===== config.mk =====
export PLATFORM = sky130hd
export DESIGN_NAME = pb_field_decoder
export DESIGN_NICKNAME = d
export VERILOG_FILES = /design/src/rtl/pb_field_decoder.sv
export SDC_FILE = /design/constraint.sdc
export NUM_CORES = 1
export LEC_CHECK = 0
export ABC_AREA = 0
export CAP_MARGIN = 10
export CORE_MARGIN = 1
export CORE_UTILIZATION = 59
export DETAILED_ROUTE_END_ITERATION = 8
export PLACE_DENSITY = 0.81
export SLEW_MARGIN = 40
export SYNTH_ARGS = -nofsm -noshare
export SYNTH_HDL_FRONTEND = slang
export SYNTH_SLANG_ARGS = --single-unit

===== constraint.sdc =====
create_clock -name clk -period 10.6 [get_ports clk]
set_clock_uncertainty 0.2 [all_clocks]
set_input_delay 1.06 -clock clk [delete_from_list [all_inputs] [get_ports clk]]
set_output_delay 1.06 -clock clk [all_outputs]
set_load 0.02 [all_outputs]

===== src/rtl/pb_field_decoder.sv =====
// Streaming protobuf wire-format field decoder.
// Takes one serialized message byte per cycle and decodes the key and value of each field.
// Varint and fixed values are presented as one field beat each.
// For a length-delimited field, the beat carries the length.
// The payload bytes then pass through combinationally on the pay_* interface.
module pb_field_decoder #(
  parameter int MAX_VARINT_BYTES = 10,
  parameter int FIELD_W          = 32
) (
  input  logic               clk,
  input  logic               rst,
  input  logic               in_valid,
  output logic               in_ready,
  input  logic [7:0]         in_data,
  input  logic               in_last,
  output logic               fld_valid,
  input  logic               fld_ready,
  output logic [FIELD_W-1:0] fld_num,
  output logic [2:0]         fld_wire,
  output logic [63:0]        fld_value,
  output logic               fld_msg_last,
  output logic               pay_valid,
  input  logic               pay_ready,
  output logic [7:0]         pay_data,
  output logic               pay_last,
  output logic               pay_msg_last,
  output logic               err_valid,
  output logic [2:0]         err_code
);

  localparam int CNT_W = 8;
  localparam logic [CNT_W-1:0] VARINT_LAST = CNT_W'(MAX_VARINT_BYTES - 1);

  localparam logic [2:0] ERR_NONE     = 3'd0;
  localparam logic [2:0] ERR_OVERLONG = 3'd1;
  localparam logic [2:0] ERR_WIRE     = 3'd2;
  localparam logic [2:0] ERR_TRUNC    = 3'd3;
  localparam logic [2:0] ERR_ZERO     = 3'd4;

  typedef enum logic [2:0] {
    S_KEY    = 3'd0,
    S_VARINT = 3'd1,
    S_FIX    = 3'd2,
    S_LEN    = 3'd3,
    S_EMIT   = 3'd4,
    S_PAY    = 3'd5,
    S_DRAIN  = 3'd6
  } state_t;

  state_t             state_q;
  logic               live_q;        // low while in reset, so in_ready stays low
  logic [CNT_W-1:0]   cnt_q;         // byte index inside the current varint / fixed value
  logic [CNT_W-1:0]   fix_last_q;    // index of the final fixed byte (3 or 7)
  logic [63:0]        acc_q;         // partial varint / fixed accumulator
  logic [FIELD_W-1:0] fld_num_q;
  logic [2:0]         fld_wire_q;
  logic [63:0]        fld_value_q;
  logic               fld_msg_last_q;
  logic [63:0]        pay_cnt_q;     // payload bytes still to forward
  logic               err_valid_q;
  logic [2:0]         err_code_q;

  logic               accept;
  logic               more;
  logic               overlong;
  logic [CNT_W+2:0]   var_shift;
  logic [5:0]         fix_shift;
  logic [63:0]        var_acc_d;
  logic [63:0]        fix_acc_d;
  logic [FIELD_W-1:0] key_num_d;
  logic [2:0]         key_wire_d;
  logic               wire_bad;
  logic [2:0]         byte_err_d;

  // Accumulator candidates for the byte being presented this cycle
  always_comb begin
    accept     = in_valid & in_ready;
    more       = in_data[7];
    overlong   = in_data[7] && (cnt_q == VARINT_LAST);
    // 7*k, computed as 8k - k
    var_shift  = {cnt_q, 3'b000} - {3'b000, cnt_q};
    fix_shift  = {cnt_q[2:0], 3'b000};
    var_acc_d  = acc_q | ({57'd0, in_data[6:0]} << var_shift);
    fix_acc_d  = acc_q | ({56'd0, in_data} << fix_shift);
    key_num_d  = FIELD_W'(var_acc_d >> 3);
    key_wire_d = var_acc_d[2:0];
    wire_bad   = !((key_wire_d == 3'd0) || (key_wire_d == 3'd1) ||
                   (key_wire_d == 3'd2) || (key_wire_d == 3'd5));
  end

  // Error classification of the presented byte; order encodes priority 3 > 1 > 2 > 4
  always_comb begin
    byte_err_d = ERR_NONE;
    if (accept) begin
      case (state_q)
        S_KEY: begin
          if (in_last)        byte_err_d = ERR_TRUNC;
          else if (overlong)  byte_err_d = ERR_OVERLONG;
          else if (!more) begin
            if (wire_bad)                      byte_err_d = ERR_WIRE;
            else if (key_num_d == '0)          byte_err_d = ERR_ZERO;
          end
        end
        S_VARINT: begin
          if (in_last && more) byte_err_d = ERR_TRUNC;
          else if (overlong)   byte_err_d = ERR_OVERLONG;
        end
        S_FIX: begin
          if (in_last && (cnt_q != fix_last_q)) byte_err_d = ERR_TRUNC;
        end
        S_LEN: begin
          // A zero length may end the message; a nonzero length still owes payload
          if (in_last && (more || (var_acc_d != 64'd0))) byte_err_d = ERR_TRUNC;
          else if (overlong)                             byte_err_d = ERR_OVERLONG;
        end
        S_PAY: begin
          if (in_last && (pay_cnt_q != 64'd1)) byte_err_d = ERR_TRUNC;
        end
        default: byte_err_d = ERR_NONE;
      endcase
    end
  end

  // Main parser FSM with registered field/error outputs
  always_ff @(posedge clk or posedge rst) begin
    if (rst) begin
      state_q        <= S_KEY;
      live_q         <= 1'b0;
      cnt_q          <= '0;
      fix_last_q     <= '0;
      acc_q          <= 64'd0;
      fld_num_q      <= '0;
      fld_wire_q     <= 3'd0;
      fld_value_q    <= 64'd0;
      fld_msg_last_q <= 1'b0;
      pay_cnt_q      <= 64'd0;
      err_valid_q    <= 1'b0;
      err_code_q     <= 3'd0;
    end else begin
      live_q      <= 1'b1;
      err_valid_q <= 1'b0;
      if (byte_err_d != ERR_NONE) begin
        // Abandon the field; a byte carrying in_last already closed the message
        err_valid_q <= 1'b1;
        err_code_q  <= byte_err_d;
        acc_q       <= 64'd0;
        cnt_q       <= '0;
        state_q     <= in_last ? S_KEY : S_DRAIN;
      end else begin
        case (state_q)
          S_KEY: begin
            if (accept) begin
              if (more) begin
                acc_q <= var_acc_d;
                cnt_q <= cnt_q + 1'b1;
              end else begin
                fld_num_q  <= key_num_d;
                fld_wire_q <= key_wire_d;
                acc_q      <= 64'd0;
                cnt_q      <= '0;
                case (key_wire_d)
                  3'd0: state_q <= S_VARINT;
                  3'd1: begin
                    fix_last_q <= CNT_W'(7);
                    state_q    <= S_FIX;
                  end
                  3'd5: begin
                    fix_last_q <= CNT_W'(3);
                    state_q    <= S_FIX;
                  end
                  default: state_q <= S_LEN;
                endcase
              end
            end
          end
          S_VARINT, S_LEN: begin
            if (accept) begin
              if (more) begin
                acc_q <= var_acc_d;
                cnt_q <= cnt_q + 1'b1;
              end else begin
                fld_value_q    <= var_acc_d;
                fld_msg_last_q <= in_last;
                acc_q          <= 64'd0;
                cnt_q          <= '0;
                state_q        <= S_EMIT;
              end
            end
          end
          S_FIX: begin
            if (accept) begin
              if (cnt_q == fix_last_q) begin
                fld_value_q    <= fix_acc_d;
                fld_msg_last_q <= in_last;
                acc_q          <= 64'd0;
                cnt_q          <= '0;
                state_q        <= S_EMIT;
              end else begin
                acc_q <= fix_acc_d;
                cnt_q <= cnt_q + 1'b1;
              end
            end
          end
          S_EMIT: begin
            if (fld_ready) begin
              if ((fld_wire_q == 3'd2) && (fld_value_q != 64'd0)) begin
                pay_cnt_q <= fld_value_q;
                state_q   <= S_PAY;
              end else begin
                state_q   <= S_KEY;
              end
            end
          end
          S_PAY: begin
            if (accept) begin
              pay_cnt_q <= pay_cnt_q - 64'd1;
              if (pay_cnt_q == 64'd1) state_q <= S_KEY;
            end
          end
          S_DRAIN: begin
            if (accept && in_last) state_q <= S_KEY;
          end
          default: state_q <= S_KEY;
        endcase
      end
    end
  end

  // Handshake and pass-through outputs derived from the registered state
  always_comb begin
    in_ready     = live_q && ((state_q == S_PAY) ? pay_ready : (state_q != S_EMIT));
    fld_valid    = (state_q == S_EMIT);
    fld_num      = fld_num_q;
    fld_wire     = fld_wire_q;
    fld_value    = fld_value_q;
    fld_msg_last = fld_msg_last_q;
    pay_valid    = (state_q == S_PAY) && in_valid;
    pay_data     = (state_q == S_PAY) ? in_data : 8'd0;
    pay_last     = (state_q == S_PAY) && (pay_cnt_q == 64'd1);
    pay_msg_last = (state_q == S_PAY) && in_last;
    err_valid    = err_valid_q;
    err_code     = err_code_q;
  end

endmodule


[Word level (Yosys, flattened, before mapping)]
Cells that the tools add are included.
Storage, ports and cells
  register bits: 252
  input bits: 14
  output and inout port bits: 117
Operators by class
  $add $sub $neg: 3
  eq/ne operators: 34
  shifts and indexed selects: 2
  muxes and demuxes: 57
  bitwise operators: 5
  reduce and logical (&&, ||, !) cells: 34
Operators with widths (number)
  $mux 64: 12
  $pmux 64 s2: 3
  $or 64x64->64: 2
  $reduce_bool 64->1: 2
  $eq 64x1->1 const B: 1
  $ne 64x1->1 const B: 1
  $shl 7x11->64: 1
  $shl 8x6->64: 1
  $sub 64x1->64 const B: 1
  $mux 3: 20
  $mux 8: 6
  $logic_not 32->1: 1
  $pmux 8 s2: 2
  $ne 3x3->1 const B: 9
  $pmux 3 s6: 1
  $pmux 3 s5: 1
  $eq 3x2->1 const B: 4
  $eq 3x3->1 const B: 4
  $logic_and 1x1->1: 11
  $sub 11x8->11: 1
  $ne 2x2->1 const B: 5
  $reduce_and 10->1: 1
  $reduce_and 5->1: 2
  $add 8x1->8 const B: 1
  other kinds (22): 42

[Longest topological paths before layout]
Gate-level depths: netlist of run 1.
  depth after elaboration: 16
  gate-level depth with buffers: 18
  gate-level depth less buffers: 12

[Worst setup path after synthesis of run 1]
Ideal clock, no wire load.
  kind: reg-to-reg
  start point: reg cnt_q[0]
  end point: reg fld_num_q[27] (netlist: fld_num[27])
  arrival: 4300 ps
  data required time: 10275 ps
  slack: 5975 ps
  stages on the path, launching flop included: 16
  buffers on the path: 5
  cell sequence: dfrtp_1 -> buf_2 -> buf_2 -> inv_1 -> ha_1 -> clkbuf_1 -> clkbuf_1 -> a21oi_1 -> a32oi_1 -> o211ai_1 -> a211o_1 -> o31a_1 -> or4b_4 -> o311ai_4 -> buf_2 -> mux2_2
On the way
  word-level cells in the longest chain between the ends: 16
RTL lines
  start, declared: line 52  | logic [CNT_W-1:0] cnt_q;
  start signal, assigned: line 155  | cnt_q <= cnt_q + 1'b1;
  start signal, assigned: line 180  | cnt_q <= cnt_q + 1'b1;
  start signal, assigned: line 200  | cnt_q <= cnt_q + 1'b1;
  branches (longest 16 deep; another with $sub 11x8->11)
  end signal, assigned: line 157  | fld_num_q <= key_num_d;
  end, declared: line 55  | logic [FIELD_W-1:0] fld_num_q;
Several ways; the timed one is not identified.
A chain may end at the register's enable or synchronous reset.

[Final worst setup path of run 1]
  start point: reg cnt_q[0]
  end point: reg acc_q[19]
On the way
  word-level cells in the longest chain between the ends: 16
RTL lines
  branches (longest 16 deep; another with $sub 11x8->11)
  end signal, assigned: line 154  | acc_q <= var_acc_d;
  end signal, assigned: line 179  | acc_q <= var_acc_d;
  end signal, assigned: line 199  | acc_q <= fix_acc_d;
  end, declared: line 54  | logic [63:0] acc_q;
Several ways; the timed one is not identified. The select of a mux whose other input is x is not followed.

==> results of run 1 <==
Yosys cell counts, types with 7 or more instances:
cell type	n	area share, %
mux2_1	50	3.7
nor3_1	118	3.8
mux2_2	19	1.4
and2_1	15	0.61
a21oi_1	180	5.9
o221ai_1	39	2.2
a22oi_1	10	0.49
o211ai_1	9	0.44
o32ai_1	12	0.68
buf_2	22	0.72
nand2_1	135	3.3
dfrtp_1	246	40
clkbuf_1	108	2.6
buf_1	9	0.22
o21ai_0	149	4.8
o22ai_1	40	1.6
mux2i_1	55	3.6
nor2_1	123	3.0
a31oi_1	34	1.4
a211o_1	10	0.57
ha_1	10	0.81
a311o_1	8	0.52
nand4_1	25	1.0
nand3_1	53	1.7
nand2b_1	17	0.69
a211oi_1	10	0.49
or3_1	18	0.73
nand3b_1	9	0.44
and3_1	34	1.4
a21o_1	7	0.34
and4_1	7	0.40
nor4_1	54	2.2
inv_1	25	0.61
registers in the layout, indices dropped and copies added (netlist names):
| signal | flops |
|---|---|
| fld_wire | 3 |
| fld_msg_last | 1 |
| fix_last_q | 2 |
| state_q | 3 |
| live_q | 1 |
| pay_cnt_q | 64 |
| err_valid | 1 |
| cnt_q | 8 |
| fld_value | 64 |
| fld_num | 32 |
| acc_q | 64 |
| err_code | 3 |
through the flow:
step	total power [W]	worst slack [ns]	utilization, %
global route	0.006290	3.917	70.09
floorplan	0.003581	2.582	-
CTS	0.005894	4.367	70.00
finish	0.006037	4.126	70.09
detailed placement	0.004840	4.270	66.15
global placement	0.004765	4.146	65.89
how the worst min path moves through the flow:
stage | start | to | slack (ns) | depth (start not counted)
after detailed placement | fld_num[23] | fld_num[23] | 0.27 | 2
after global routing | fld_num[6] | fld_num[6] | 0.31 | 2
after global placement | fld_num[23] | fld_num[23] | 0.27 | 2
final | fld_num[9] | fld_num[9] | 0.28 | 2
after CTS | fld_num[9] | fld_num[9] | 0.28 | 2
after floorplan | fix_last_q[1] | fix_last_q[1] | 0.25 | 1
cells by family after synthesis:
kind of cell	count (synthesis)
XOR/XNOR	8
flip-flops	246
AO/OA/AOI/OAI	586
multiplexers	126
buffers and inverters	171
AND/OR/NAND/NOR	640
adder cells (fa/ha/maj)	10
other	1
area by class of cell:
type                            count  share of cell area [%]
Timing Repair Buffer              157                   8.504
Clock buffer                       38                   4.428
Inverter                           26                  0.5903
Multi-Input combinational cell   1371                   48.50
Tap cell                          330                   2.319
Clock inverter                     13                   1.068
Sequential cell                   246                   34.59
critical path, cell delays in order (launching register included):
cell and delay (ns):
dfrtp_1 0.33, buf_4 0.55, inv_1 0.22, ha_1 0.38, xor2_2 0.59, mux2_1 0.39
a32oi_1 0.67, o211ai_1 0.18, a211o_1 0.33, o31a_1 0.23, or4b_4 0.59, nor4_4 0.54
buf_4 0.30, buf_4 0.59, nor3_1 0.16
layer usage:
metal	vias to the layer above	track usage, %	share of wire (%)
met5	-	0	0.081
met4	8	21.04	5.8
met3	258	10.16	12
met2	1178	64.27	44
met1	7674	56.83	38
li1	6890	-	-
power breakdown:
part | leakage (nW) | total [W] | internal, W | switching [W]
Clock | 0.467 | 0.00104 | 0.000619 | 0.000422
Combinational | 3.51 | 0.00328 | 0.00114 | 0.00214
Sequential | 3.20 | 0.00171 | 0.00128 | 0.000436
==> results.py, run 1 <==
metrics = {
    "outcome": {
        "status": "finished, final reports clean",
    },
    "clock_network": {
        "cts-htree-levels": 1,
        "postCtsResizedCells": 0,
        "clk_pin_slew_ns": 0.06,
        "clockBufferDepth": 3,
        "root_buffer": "clkbuf_16",
        "post_cts.repair.setup_buffers": 0,
        "cts_buffers": 28,
        "cts_tree": "built",
        "ctsHoldBuffers": 0,
        "worstSkewPairLatency_ns": 0.56,
        "cts.sinks": 246,
    },
    "logic_synthesis": {
        "yosysSeqAreaShare_pct": 39.99,
        "synth_compound_area_share_pct": 24.20,
        "synth-edff-count": 0,
        "synth_fa_ha_area_share_pct": 0.8129,
        "synthCells": 1788,
        "synth_ff_type": "dfrtp_1",
        "ys_ff_latch": 246,
        "ys_warn_count": 0,
        "synth_cell_types": 91,
        "syn_nets": 1812,
        "synth.avg_cell_area_um2": 8.609,
        "synth_top_family_by_area": "compound AO/OA/AOI/OAI gates",
        "synthMuxAreaShare_pct": 8.812,
        "syn_area_um2": 15390,
        "async_reset_ff_share_pct": 100.0,
        "synth_simple_gate_area_share_pct": 21.04,
        "synth-xor-area-share_pct": 0.5040,
    },
    "finish": {
        "drive_gt1_share_pct": 7.726,
        "num-nets-final": 1854,
        "antenna_cells": 0,
        "layout_commonest_cell": "dfrtp_1",
        "final_area_um2": 17800,
        "stdcell_count": 2181,
        "area_delta_synth_final_pct": 15.66,
        "fillers": 2026,
        "layout_common_cells": "244 x dfrtp_1, 177 x a21oi_1, 148 x o21ai_0",
        "final-seq-area_um2": 6158,
        "multi_input_area_um2": 8635,
    },
    "critical_path": {
        "required_ns": 10.80,
        "critPathLaunch": "cnt_q[0]",
        "endpoint_kind": "flip-flop",
        "rr_startpoint": "cnt_q[0]",
        "crit_end": "acc_q[19]",
        "rr_worst_depth": 14,
        "start_kind": "flip-flop",
        "rr_endpoint": "acc_q[19]",
        "crit_type": "flip-flop to flip-flop",
        "crit_arrival_ns": 6.68,
        "path_max_fanout": 59,
        "r2r_slack_ns": 4.13,
    },
    "timing": {
        "fmax_mhz": 154.5,
        "grt_setup_unrepaired": "no",
        "hold_violations": 0,
        "fin_crit_sh_pct": 61.07,
        "fin_crit_ns": 6.474,
        "max_slew_margin_pct": 34.44,
        "finalMaxSlewViolations": 0,
        "fin_hold_ws_ns": 0.2784,
        "tightest_slew_ns": 0.9803,
        "tns_ns": 0,
        "finalSetupViolations": 0,
    },
    "route": {
        "wl_per_cell_um": 26.18,
        "drt_wl_total_um": 57100,
        "drt_pass1_iterations": 8,
        "drt_iter0_markers": 2641,
        "vias": 16010,
        "viasPerCell": 7.340,
        "drc": 0,
        "postRouteAntennaNets": 0,
    },
    "placement": {
        "place_inst": 2130,
        "routabilityCongestion": 1.030,
        "dpl_cell_area_um2": 16800,
        "portBuffers": 130,
        "dp_hpwl_um": 38660,
    },
    "min_path": {
        "worstHoldPathType": "flip-flop to flip-flop",
    },
    "floorplan": {
        "start_util_pct": 60.60,
        "die_w_um": 163.5,
        "die_area_um2": 26740,
        "rows": 58,
        "ios": 131,
        "die_h_um": 163.5,
        "core_area_um2": 25400,
    },
    "power": {
        "cellPowerDensity_nw_per_um2": 339.1,
        "p_leak_nw": 7.172,
        "peakVddDrop_v": 0.0002257,
    },
    "flow_run": {
        "drv_cap": 0,
    },
    "global_routing": {
        "grt_pass1_vias": 14940,
        "grt_usage_pct": 42.44,
        "antenna_found_initial": 5,
        "grt_first_pass_wirelength_um": 87310,
        "grt_max_degree": 97,
        "grt_remaining_overflow": 0,
    },
}
No activity file was read; power rests on OpenSTA's default activity.
==> run 2: changes to the inputs <==
==> constraint.sdc (replaced) <==
create_clock -name clk -period 6.05 [get_ports clk]
set_clock_uncertainty 0.2 [all_clocks]
set_input_delay 0.605 -clock clk [delete_from_list [all_inputs] [get_ports clk]]
set_output_delay 0.605 -clock clk [all_outputs]
set_load 0.02 [all_outputs]
==> results.py, run 2 (synthesis gave the netlist of run 1 again) <==
metrics = {
    "power": {
        "peakVddDrop_v": 0.0004060,
        "totalPowerFinal_w": 0.01073,
        "cellPowerDensity_nw_per_um2": 590.8,
        "p_leak_nw": 7.404,
    },
    "route": {
        "postRouteAntennaNets": 0,
        "drc": 0,
        "viasPerCell": 7.218,
        "vias": 16020,
        "drt_wl_total_um": 56860,
        "drt_iter0_markers": 2600,
        "drt_pass1_iterations": 6,
        "wl_per_cell_um": 25.62,
    },
    "finish": {
        "drive_gt1_share_pct": 9.370,
        "area_delta_synth_final_pct": 18.03,
        "final_util_pct": 71.53,
        "antenna_cells": 0,
        "layout_common_cells": "245 x dfrtp_1, 178 x a21oi_1, 149 x o21ai_0",
        "final-seq-area_um2": 6157,
        "fillers": 1973,
        "num-nets-final": 1892,
        "multi_input_area_um2": 8596,
        "final_area_um2": 18170,
        "layout_commonest_cell": "dfrtp_1",
        "stdcell_count": 2219,
    },
    "floorplan": {
        "ios": 131,
        "die_h_um": 163.5,
        "rows": 58,
        "core_area_um2": 25400,
        "start_util_pct": 60.60,
        "die_area_um2": 26740,
        "die_w_um": 163.5,
    },
    "clock_network": {
        "cts_tree": "built",
        "ctsHoldBuffers": 0,
        "clockBufferDepth": 3,
        "worstSkewPairLatency_ns": 0.57,
        "cts-htree-levels": 1,
        "cts.sinks": 246,
        "cts_buffers": 27,
        "post_cts.repair.setup_buffers": 0,
        "postCtsResizedCells": 0,
        "root_buffer": "clkbuf_16",
        "clk_pin_slew_ns": 0.06,
    },
    "global_routing": {
        "antenna_found_initial": 1,
        "grt_remaining_overflow": 0,
        "grt_usage_pct": 42.38,
        "grt_first_pass_wirelength_um": 86590,
        "grt_pass1_vias": 14760,
        "grt_max_degree": 152,
    },
    "critical_path": {
        "cpPeakStageDelay_ns": 0.70,
        "crit_path_top_delay_cell": "mux2i_2",
        "crit_path_frequent_cell": "buf_4",
        "required_ns": 6.32,
        "crit_arrival_ns": 5.83,
        "cp_top_family": "compound AO/OA/AOI/OAI gates",
        "crit_type": "flip-flop to flip-flop",
        "r2r_slack_ns": 0.49,
        "path_max_fanout": 45,
        "rr_startpoint": "cnt_q[1]",
        "critPathLaunch": "cnt_q[1]",
        "rr_endpoint": "acc_q[52]",
        "path_cells": "ha_1, a21o_1, a22o_1, a221oi_2, mux2i_2, nor3_2, buf_4, a21oi_1, nand3_1, nor2_2, a31oi_4, buf_12, buf_4, nor3_1",
        "start_kind": "flip-flop",
        "cp.depth": 14,
        "rr_worst_depth": 14,
        "crit_buf_inv": 3,
        "endpoint_kind": "flip-flop",
        "crit_end": "acc_q[52]",
    },
    "placement": {
        "dpl_cell_area_um2": 17110,
        "place_inst": 2168,
        "dp_hpwl_um": 39150,
        "routabilityCongestion": 1.051,
        "portBuffers": 130,
    },
    "timing": {
        "finalSetupViolations": 0,
        "grt_setup_unrepaired": "no",
        "tightest_slew_ns": 0.9503,
        "fmax_mhz": 179.9,
        "fin_crit_ns": 5.558,
        "hold_violations": 0,
        "fin_crit_sh_pct": 91.87,
        "finalMaxSlewViolations": 0,
        "max_slew_margin_pct": 36.41,
        "tns_ns": 0,
    },
    "min_path": {
        "hold_depth": 2,
        "min-delay-start": "fld_num[10]",
        "worstHoldPathType": "flip-flop to flip-flop",
    },
    "outcome": {
        "status": "finished, final reports clean",
    },
    "flow_run": {
        "drv_cap": 0,
    },
}
[run 2: cell count changes in the layout (fill, tap and decap cells not counted), moves of 2 or more]
cell | previous run | this run
buf_4 | 23 | 57
buf_12 | 0 | 5
clkbuf_1 | 5 | 0
clkinv_4 | 0 | 4
nand2_1 | 133 | 135
[run 2: report_power, final]
part / internal [W] / total (W) / switching, W
Clock: 0.00111 / 0.00186 / 0.000755
Sequential: 0.00224 / 0.00299 / 0.000746
Combinational: 0.00214 / 0.00588 / 0.00374
[run 2: metal layers]
metal,GRT usage [%],up-vias,wire (um)
met2,64.98,1137,25260
li1,-,6972,-
met1,56.37,7663,21690
met5,0,-,0
met4,21.30,0,3296
met3,9.523,245,6607
[run 2: worst min-delay path by stage]
stage | to | slack (ns)
global route | fld_num[12] | 0.30
floorplan | fix_last_q[1] | 0.25
CTS | fld_num[12] | 0.29
detailed placement | fld_num[12] | 0.27
global placement | fld_num[20] | 0.26
finish | fld_num[10] | 0.28
[run 2: worst reg2reg max path, stage by stage, from the launching register on]
cell	delay (ns)
dfrtp_1	0.64
ha_1	0.40
a21o_1	0.25
a22o_1	0.30
a221oi_2	0.41
mux2i_2	0.70
nor3_2	0.11
buf_4	0.24
a21oi_1	0.47
nand3_1	0.41
nor2_2	0.35
a31oi_4	0.25
buf_12	0.27
buf_4	0.25
nor3_1	0.21
[run 2: area by class of cell]
cell class / count / share of cell area [%]
clock inverter: 18 / 1.460
sequential: 246 / 33.89
multi-input combinational: 1371 / 47.31
timing repair buffer: 196 / 10.41
inverter: 26 / 0.5579
clock buffer: 32 / 4.098
tap: 330 / 2.273
[run 2: through the flow]
step	hold slack [ns]	setup slack, ns
final	0.2828	0.4916
after global placement	0.2649	0.8429
after CTS	0.2853	0.6924
after detailed placement	0.2715	0.7119
after floorplan	0.2523	1.425
after global routing	0.2954	0.3756
